[src/rtl/seg_scan_driver.sv]
// Multiplexed seven-segment scan driver: hex decode, per-digit dp/blanking,
// leading-zero suppression, dead time, PWM brightness and per-frame data snapshots.
module seg_scan_driver #(
   parameter int NUM_DIGITS     = 6,
   parameter int SCAN_DIV       = 25000,
   parameter int DEAD_CYCLES    = 250,
   parameter int BRIGHT_W       = 4,
   parameter bit SEG_ACTIVE_LOW = 1'b1,
   parameter bit SEL_ACTIVE_LOW = 1'b1
) (
   input  logic                    clk,
   input  logic                    rst,
   input  logic [4*NUM_DIGITS-1:0] digits,
   input  logic [NUM_DIGITS-1:0]   dp,
   input  logic [NUM_DIGITS-1:0]   blank,
   input  logic                    lz_en,
   input  logic [BRIGHT_W-1:0]     brightness,
   output logic [NUM_DIGITS-1:0]   sel,
   output logic [7:0]              seg,
   output logic                    frame_tick
);

   localparam int CNT_W = $clog2(SCAN_DIV);
   localparam int IDX_W = (NUM_DIGITS > 1) ? $clog2(NUM_DIGITS) : 1;
   localparam logic [CNT_W-1:0]    CNT_LAST = CNT_W'(SCAN_DIV - 1);
   localparam logic [CNT_W-1:0]    CNT_DEAD = CNT_W'(DEAD_CYCLES);
   localparam logic [IDX_W-1:0]    IDX_LAST = IDX_W'(NUM_DIGITS - 1);
   localparam logic [BRIGHT_W-1:0] PWM_LAST = BRIGHT_W'((1 << BRIGHT_W) - 2);

   logic [CNT_W-1:0]        cnt_q, cnt_d;
   logic [IDX_W-1:0]        idx_q, idx_d;
   logic [BRIGHT_W-1:0]     pwm_ph_q, pwm_ph_d;
   logic [4*NUM_DIGITS-1:0] sh_digits_q, sh_digits_d;
   logic [NUM_DIGITS-1:0]   sh_dp_q, sh_dp_d;
   logic [NUM_DIGITS-1:0]   sh_blank_q, sh_blank_d;
   logic                    sh_lz_q, sh_lz_d;
   logic [NUM_DIGITS-1:0]   sel_q, sel_d;
   logic [7:0]              seg_q, seg_d;
   logic                    frame_tick_q, frame_tick_d;

   logic                    slot_end, frame_end, dead, lit, higher_zero, nib_zero;
   logic [3:0]              nib;
   logic [NUM_DIGITS-1:0]   lz_sup;
   logic [NUM_DIGITS-1:0]   sel_act;
   logic [7:0]              seg_act;

   function automatic logic [6:0] hex7(input logic [3:0] v);
      logic [6:0] s;
      case (v)
         4'h0: s = 7'h3F;  4'h1: s = 7'h06;  4'h2: s = 7'h5B;  4'h3: s = 7'h4F;
         4'h4: s = 7'h66;  4'h5: s = 7'h6D;  4'h6: s = 7'h7D;  4'h7: s = 7'h07;
         4'h8: s = 7'h7F;  4'h9: s = 7'h6F;  4'hA: s = 7'h77;  4'hB: s = 7'h7C;
         4'hC: s = 7'h39;  4'hD: s = 7'h5E;  4'hE: s = 7'h79;  default: s = 7'h71;
      endcase
      return s;
   endfunction

   always_comb begin
      slot_end  = (cnt_q == CNT_LAST);
      frame_end = slot_end && (idx_q == IDX_LAST);
      dead      = (cnt_q < CNT_DEAD);

      cnt_d = slot_end ? '0 : cnt_q + 1'b1;
      idx_d = idx_q;
      if (slot_end) idx_d = (idx_q == IDX_LAST) ? '0 : idx_q + 1'b1;

      // Phase 0 lines up with the first active cycle of every slot.
      pwm_ph_d = pwm_ph_q;
      if (cnt_d == CNT_DEAD)  pwm_ph_d = '0;
      else if (!dead)         pwm_ph_d = (pwm_ph_q == PWM_LAST) ? '0 : pwm_ph_q + 1'b1;

      sh_digits_d = sh_digits_q;
      sh_dp_d     = sh_dp_q;
      sh_blank_d  = sh_blank_q;
      sh_lz_d     = sh_lz_q;
      if (frame_end) begin
         sh_digits_d = digits;
         sh_dp_d     = dp;
         sh_blank_d  = blank;
         sh_lz_d     = lz_en;
      end

      // Walk from the most significant digit down; digit 0 always shows.
      higher_zero = 1'b1;
      nib_zero    = 1'b0;
      lz_sup      = '0;
      for (int i = NUM_DIGITS - 1; i >= 0; i--) begin
         nib_zero    = (sh_digits_q[4*i +: 4] == 4'h0);
         lz_sup[i]   = sh_lz_q && higher_zero && nib_zero && (i != 0);
         higher_zero = higher_zero && nib_zero;
      end

      nib = sh_digits_q[4*idx_q +: 4];
      lit = !dead && !sh_blank_q[idx_q] && !lz_sup[idx_q] && (pwm_ph_q < brightness);

      sel_act = '0;
      if (lit) sel_act[idx_q] = 1'b1;
      seg_act = lit ? {sh_dp_q[idx_q], hex7(nib)} : 8'h00;

      sel_d        = SEL_ACTIVE_LOW ? ~sel_act : sel_act;
      seg_d        = SEG_ACTIVE_LOW ? ~seg_act : seg_act;
      frame_tick_d = frame_end;
   end

   always_ff @(posedge clk) begin
      if (rst) begin
         cnt_q        <= '0;
         idx_q        <= '0;
         pwm_ph_q     <= '0;
         sh_digits_q  <= '0;
         sh_dp_q      <= '0;
         sh_blank_q   <= '1;
         sh_lz_q      <= 1'b0;
         sel_q        <= {NUM_DIGITS{SEL_ACTIVE_LOW}};
         seg_q        <= {8{SEG_ACTIVE_LOW}};
         frame_tick_q <= 1'b0;
      end else begin
         cnt_q        <= cnt_d;
         idx_q        <= idx_d;
         pwm_ph_q     <= pwm_ph_d;
         sh_digits_q  <= sh_digits_d;
         sh_dp_q      <= sh_dp_d;
         sh_blank_q   <= sh_blank_d;
         sh_lz_q      <= sh_lz_d;
         sel_q        <= sel_d;
         seg_q        <= seg_d;
         frame_tick_q <= frame_tick_d;
      end
   end

   assign sel        = sel_q;
   assign seg        = seg_q;
   assign frame_tick = frame_tick_q;

endmodule

[config.mk]
export PLATFORM = sky130hd
export DESIGN_NAME = seg_scan_driver
export DESIGN_NICKNAME = d
export VERILOG_FILES = /design/src/rtl/seg_scan_driver.sv
export SDC_FILE = /design/constraint.sdc
export NUM_CORES = 1
export LEC_CHECK = 0
export CORE_MARGIN = 10
export CORE_UTILIZATION = 31
export DETAILED_ROUTE_END_ITERATION = 6
export GPL_ROUTABILITY_DRIVEN = 0
export PLACE_DENSITY = 0.53
export SYNTH_ARGS = -nofsm -noshare
export SYNTH_HDL_FRONTEND = slang
export SYNTH_SLANG_ARGS = --single-unit
[constraint.sdc]
create_clock -name clk -period 3.8 [get_ports clk]
set_clock_uncertainty 0.1 [all_clocks]
set_input_delay 0.57 -clock clk [delete_from_list [all_inputs] [get_ports clk]]
set_output_delay 0.57 -clock clk [all_outputs]
set_load 0.02 [all_outputs]
==> results of run 1 <==
[power breakdown]
| part | internal [mW] | switching (mW) | total (mW) |
|---|---|---|---|
| clock | 0.627 | 0.320 | 0.948 |
| combinational | 0.0451 | 0.0220 | 0.0671 |
| sequential | 0.779 | 0.00452 | 0.783 |
[routing by layer]
metal | track usage | up-vias | share of wire
met1 | 0.140 | 1405 | 0.50
met2 | 0.156 | 61 | 0.42
li1 | - | 1541 | -
met3 | 0.0443 | 8 | 0.064
met4 | 0.0331 | 0 | 0.011
met5 | 0 | - | 0
[cell families after synthesis]
logic type               after synthesis  synth area share
AO/OA/AOI/OAI                         73             0.130
XOR/XNOR                              14            0.0341
adder cells (fa/ha/maj)               10            0.0348
buffers and inverters                 36            0.0494
flip-flops                            74             0.412
multiplexers                          17            0.0688
AND/OR/NAND/NOR                      196             0.271
[synth_stat cells (all sizes together) (2+ instances only)]
cell | instances | share of area
a21o | 2 | 0.0042
a21oi | 47 | 0.070
a221oi | 2 | 0.0083
and2 | 5 | 0.0087
and2b | 2 | 0.0042
and3 | 4 | 0.0070
and4b | 2 | 0.0056
buf | 17 | 0.030
clkbuf | 8 | 0.0083
dfxtp | 74 | 0.41
ha | 10 | 0.035
inv | 11 | 0.011
mux2 | 2 | 0.0063
mux2i | 9 | 0.025
mux4 | 6 | 0.038
nand2 | 94 | 0.099
nand2b | 4 | 0.0070
nand3 | 9 | 0.015
nand3b | 9 | 0.019
nand4 | 7 | 0.016
nor2 | 31 | 0.032
nor2b | 3 | 0.0052
nor3 | 7 | 0.011
nor4 | 5 | 0.013
o211ai | 3 | 0.010
o21ai | 7 | 0.0097
o221ai | 2 | 0.0049
o2bb2ai | 2 | 0.0049
or2 | 3 | 0.0052
or3 | 4 | 0.0070
or4 | 4 | 0.0083
xnor2 | 9 | 0.022
xor2 | 5 | 0.012
[tightest hold or removal path, delay by kind of cell, from the launching register on]
| family | cells | cell delay [ps] |
|---|---|---|
| flip-flops | 1 | 310 |
| AND/OR/NAND/NOR | 1 | 50 |
| AO/OA/AOI/OAI | 1 | 50 |
[sequential cells by signal, summed over array words and instances (netlist names)]
signal,flops
cnt_q,15
frame_tick,1
idx_q,3
pwm_ph_q,4
seg,8
sel,6
sh_blank_q,6
sh_digits_q,24
sh_dp_q,6
sh_lz_q,1
[final timing paths]
kind	startpoint	end	slack, ps	depth (start not counted)
setup / recovery	cnt_q[0]$_SDFF_PP0_	sh_digits_q[12]$_SDFFE_PP0P_	1060	7
hold / removal	sh_dp_q[0]$_SDFFE_PP0P_	sh_dp_q[0]$_SDFFE_PP0P_	360	2
setup reg to reg	cnt_q[0]$_SDFF_PP0_	sh_digits_q[12]$_SDFFE_PP0P_	1060	7
hold reg to reg	sh_dp_q[0]$_SDFFE_PP0P_	sh_dp_q[0]$_SDFFE_PP0P_	360	2
[stage by stage]
stage               hold WS (ps)  utilization  cells  cell area, sq um
finish                       357        0.403    615              4580
global route                 384        0.403    615              4580
floorplan                    328            -    420              3600
CTS                          356        0.403    615              4580
global placement             345        0.373    599              4240
detailed placement           348        0.373    599              4240
[cell type report]
cell class	count	area, sq um
well taps	143	179
fillers	1193	6790
flip-flops and latches	74	1480
clock inverters	4	72.6
clock buffers	12	267
repair buffers	61	601
inverters	11	41.3
multi-input cells	310	1940
==> impl_results.md, run 1 <==
- Max Freq: 364 MHz
- Worst vdd ir: 0.195 mV
- CP Capture Type: register
- # clock sinks: 74
- Core area: 0.0114 sq mm
- TritonCTS buffer count: 9
- Number of setup violations in the final report: 0
- Setup_tns: 0 ps
- Clk buf depth: 2
- Pwr Total: 1.80 mW
- Worst slew pin tran: 685 ps
- Max-Cap Viols: 0
- Chip height: 128 microns
- P&R area growth vs syn: 27.3%
- Post-cts gate resize count: 0
- Congestion Overflow GR: 0
- Period utilization: 0.722
- Syn avg cell area: 8.57 sq um
- Largest stage delay, worst path: 610 ps
- Yosys warnings: 0
- Hold buffer count at cts: 0
- CTS root buf: clkbuf_16
- Initial drt markers: 125
- Largest net degree at the start of global routing: 44
- Clock latency on the worst-skew pair: 330 ps
- RSZ-0062 raised after global routing: no
- Netlist cell types: 57
- Initial Utilization: 0.316
- CP Launch Type: register
- Final nets: 520
- Syn nets: 473
- WP buf/inv: 1
- Critical-path top delay cell: and3_1
- Die width: 128 microns
- Die area: 0.0163 sq mm
- Leading cell type in the layout, fill and taps excluded: nand2_1
- Critical Path Fanout Max: 21
- PD cells: 392 mW/mm^2
- ANT cells: 0
- Final hold violations: 0
- Max-slew violation count: 0
- Wire length per cell: 14.1 microns
- Number of global-route vias before repair: 2,996
- Std cell rows: 39
- Detailed-route vias per instance: 4.90
- Seq/Total Area, Yosys: 0.412
- CP Data Required Time: 3960 ps
- Mapped Area: 0.00360 sq mm
- Delay-heaviest family, CP: simple AND/OR/NAND/NOR gates
- Top_reg_cell synth: dfxtp_1
- Pre-Repair DR Iteration Count: 4
- Final HPWL DP: 6.34 mm
- Yosys reg bits: 74
- Worst path arrival time: 2910 ps
- EDFF count, synth: 0
- Routed via count: 3,015
- Leakage power total: 1.64 nW
- I/O pin count: 58
- Synth Instances: 420
- Sequence of cells on the critical path: ha_1 -> and4b_1 -> and4_1 -> and3_1 -> buf_4 -> nand2_1 -> a21oi_1
- Initial antenna violation count: 0
- Global-route wire length before repair: 14.4 mm
- Residual DRC: 0
- Clock-pin slew on the worst setup and hold paths: 60 ps
- Htree depth: 3
- Port buffer count: 57
- Worst hold path type: reg -> reg
- Share of layout cells above drive strength 1: 0.0869
- Final worst slack: 1060 ps
- Ys async rst share: 0
- Commonest cells after routing, fill and taps aside: nand2_1 (93), dfxtp_1 (74), clkdlybuf4s50_1 (57)
- Final ANT Viol Nets: 0
- Post-Place Worst Slack: 964 ps
- Post-CTS setup buffer count: 0
- Relative slew margins: 0.537
- Type of the worst setup path: reg -> reg
- Total GRT Usage: 0.107
- Clock tree from TritonCTS: yes
- Min cycle time layout: 2740 ps
- Outcome: finished, final reports clean
- Final Routed Wirelength: 8.66 mm
Note: power is estimated with default switching activity, not from simulation.
==> run 2, diff against run 1 <==
--- a/config.mk
+++ b/config.mk
@@ -9,7 +9,7 @@
 export CORE_UTILIZATION = 31
 export DETAILED_ROUTE_END_ITERATION = 6
 export GPL_ROUTABILITY_DRIVEN = 0
-export PLACE_DENSITY = 0.53
+export PLACE_DENSITY = 0.55
 export SYNTH_ARGS = -nofsm -noshare
 export SYNTH_HDL_FRONTEND = slang
 export SYNTH_SLANG_ARGS = --single-unit
==> constraint.sdc (replaced) <==
create_clock -name clk -period 2.25 [get_ports clk]
set_clock_uncertainty 0.1 [all_clocks]
set_input_delay 0.3375 -clock clk [delete_from_list [all_inputs] [get_ports clk]]
set_output_delay 0.3375 -clock clk [all_outputs]
set_load 0.02 [all_outputs]
==> run 2 against run 1 <==
Compared with the run above: sequential share of layout area down 2.9 points; setup slack worse by 990 ps; utilization up 4.4 points; highest routed layer unchanged.
==> impl_results.md, run 2 (synthesis results as in run 1) <==
- Outcome: finished, final reports clean
- Crit-path most repeated cell: a21o_1
- WP buf/inv: 2
- Max Freq: 457 MHz
- Final nets: 572
- Critical-path top delay cell: clkdlybuf4s50_1
- FF-to-FF setup slack: 70 ps
- Final core occ: 0.447
- Number of setup violations in the final report: 0
- Fill cells: 1,150
- Residual DRC: 0
- Chip height: 128 microns
- Type of the worst setup path: in -> reg
- Hold buffer count at cts: 0
- GRT met3 Usage: 0.0364
- Initial drt markers: 214
- Min cycle time layout: 2190 ps
- Commonest cells after routing, fill and taps aside: nand2_1 (93), dfxtp_1 (69), clkdlybuf4s50_1 (57)
- I/O pin count: 58
- Total GRT Usage: 0.111
- Clock tree from TritonCTS: yes
- Clock latency on the worst-skew pair: 330 ps
- Largest stage delay, worst path: 450 ps
- R2R cell count: 7
- Max-Cap Viols: 0
- Port buffer count: 57
- Final hold violations: 0
- Number of global-route vias before repair: 3,159
- Congestion Overflow GR: 0
- Worst path arrival time: 2290 ps
- Routed via count: 3,151
- # clock sinks: 74
- ANT cells: 0
- CTS root buf: clkbuf_16
- Max-slew violation count: 0
- Wire length per cell: 13.7 microns
- Detailed-route vias per instance: 4.72
- PD cells: 571 mW/mm^2
- Worst hold path type: reg -> reg
- Clock-pin slew on the worst setup and hold paths: 60 ps
- Worst vdd ir: 0.297 mV
- Inst Count DP: 646
- Met1 global-route usage: 0.145
- CP Capture Type: register
- Critical Path Fanout Max: 5
- Share of layout cells above drive strength 1: 0.210
- Period utilization: 0.973
- Pre-Repair DR Iteration Count: 4
- Delay-heaviest family, CP: compound AO/OA/AOI/OAI gates
- R2r startpoint: idx_q[1]$_SDFFE_PP0N_
- Die width: 128 microns
- Initial Utilization: 0.316
- Sequence of cells on the critical path: clkdlybuf4s50_1 -> inv_1 -> ha_1 -> a21o_1 -> a21o_1 -> a221oi_4 -> nand3_2 -> or4_4
- Relative slew margins: 0.703
- Std cell rows: 39
- Max reg flops: 24
- Leading cell type in the layout, fill and taps excluded: nand2_1
- Clk buf depth: 2
- Most flop-heavy register: sh_digits_q
- Largest net degree at the start of global routing: 42
- Htree depth: 3
- Setup_tns: 0 ps
- Worst slew pin tran: 440 ps
- Hold Path Cell Cnt: 2
- Core area: 0.0114 sq mm
- Leakage power total: 1.89 nW
- RR Endpoint: seg[3]$_SDFF_PP1_
- Global-route wire length before repair: 15.1 mm
- Final Routed Wirelength: 9.12 mm
- Final Non-Filler Cells: 667
- Die area: 0.0163 sq mm
- CP Launch Type: input port
- P&R area growth vs syn: 41.1%
- Final ANT Viol Nets: 0
- Hold_sp: sh_dp_q[0]$_SDFFE_PP0P_
- Top Usage Layer GRT: met2
- TritonCTS buffer count: 9
- Final HPWL DP: 6.77 mm
- Met2 usage in global routing: 0.168
- WHS Endpoint: sh_dp_q[0]$_SDFFE_PP0P_
- CP Data Required Time: 2350 ps
- Initial antenna violation count: 0
==> run 2: changes by cell type in the layout (fill, tap and decap cells not counted), sizes merged <==
cell,previous run,this run
buf,4,55
bufinv,2,1
clkinvlp,1,2
inv,11,12
==> run 2: routing by layer <==
layer	wire length [microns]	up-vias
met4	98	0
met3	498	7
met1	4480	1433
li1	-	1645
met5	0	-
met2	4040	66
==> run 2: timing repair <==
item,CTS,global route
buffers inserted,0,4
pin swaps,0,6
resized for setup,6,23
cloned,0,1
endpoints found under the setup margin,11,47
hold endpoints to repair,0,0
==> run 2: area by class of cell <==
| class | count | area [sq um] | share of cell area |
|---|---|---|---|
| clock buffers | 11 | 243 | 0.0478 |
| clock inverters | 5 | 62.6 | 0.0123 |
| inverters | 11 | 41.3 | 0.00813 |
| multi-input cells | 310 | 2030 | 0.400 |
| flip-flops and latches | 74 | 1490 | 0.294 |
| well taps | 143 | 179 | 0.0352 |
| repair buffers | 113 | 1030 | 0.202 |
==> run 2: how the worst max path moves through the flow <==
stage / start / endpoint / slack [ps] / cells past startpoint
global placement: brightness[1] / sel[2]$_SDFF_PP1_ / -260 / 8
CTS: idx_q[2]$_SDFFE_PP0N_ / seg[3]$_SDFF_PP1_ / 20 / 7
global route: idx_q[0]$_SDFFE_PP0N_ / seg[0]$_SDFF_PP1_ / -8 / 9
finish: brightness[1] / sel[2]$_SDFF_PP1_ / 60 / 8
detailed placement: brightness[1] / sel[2]$_SDFF_PP1_ / -320 / 8
floorplan: idx_q[2]$_SDFFE_PP0N_ / seg[3]$_SDFF_PP1_ / 30 / 9
==> run 2: power by group <==
group,internal (mW),switching [mW],total [mW]
registers,1.31,0.00721,1.32
clock network,0.895,0.557,1.45
logic,0.0844,0.0427,0.127
total,2.29,0.607,2.90
==> run 2: metrics by stage <==
| step | cell area, sq um | hold slack (ps) | setup WS (ps) | total power [mW] |
|---|---|---|---|---|
| floorplan | 3600 | 328 | 25.7 | 1.38 |
| global placement | 4590 | 347 | -262 | 1.47 |
| detailed placement | 4590 | 348 | -316 | 1.47 |
| CTS | 4920 | 356 | 16.7 | 2.94 |
| global route | 5080 | 380 | -7.90 | 3.03 |
| finish | 5080 | 353 | 61.6 | 2.90 |
==> run 2: worst min-delay path, cell delays in order, from the launching register on <==
cell,delay (ps)
dfxtp_1,310
nand2_1,50
a21oi_1,50
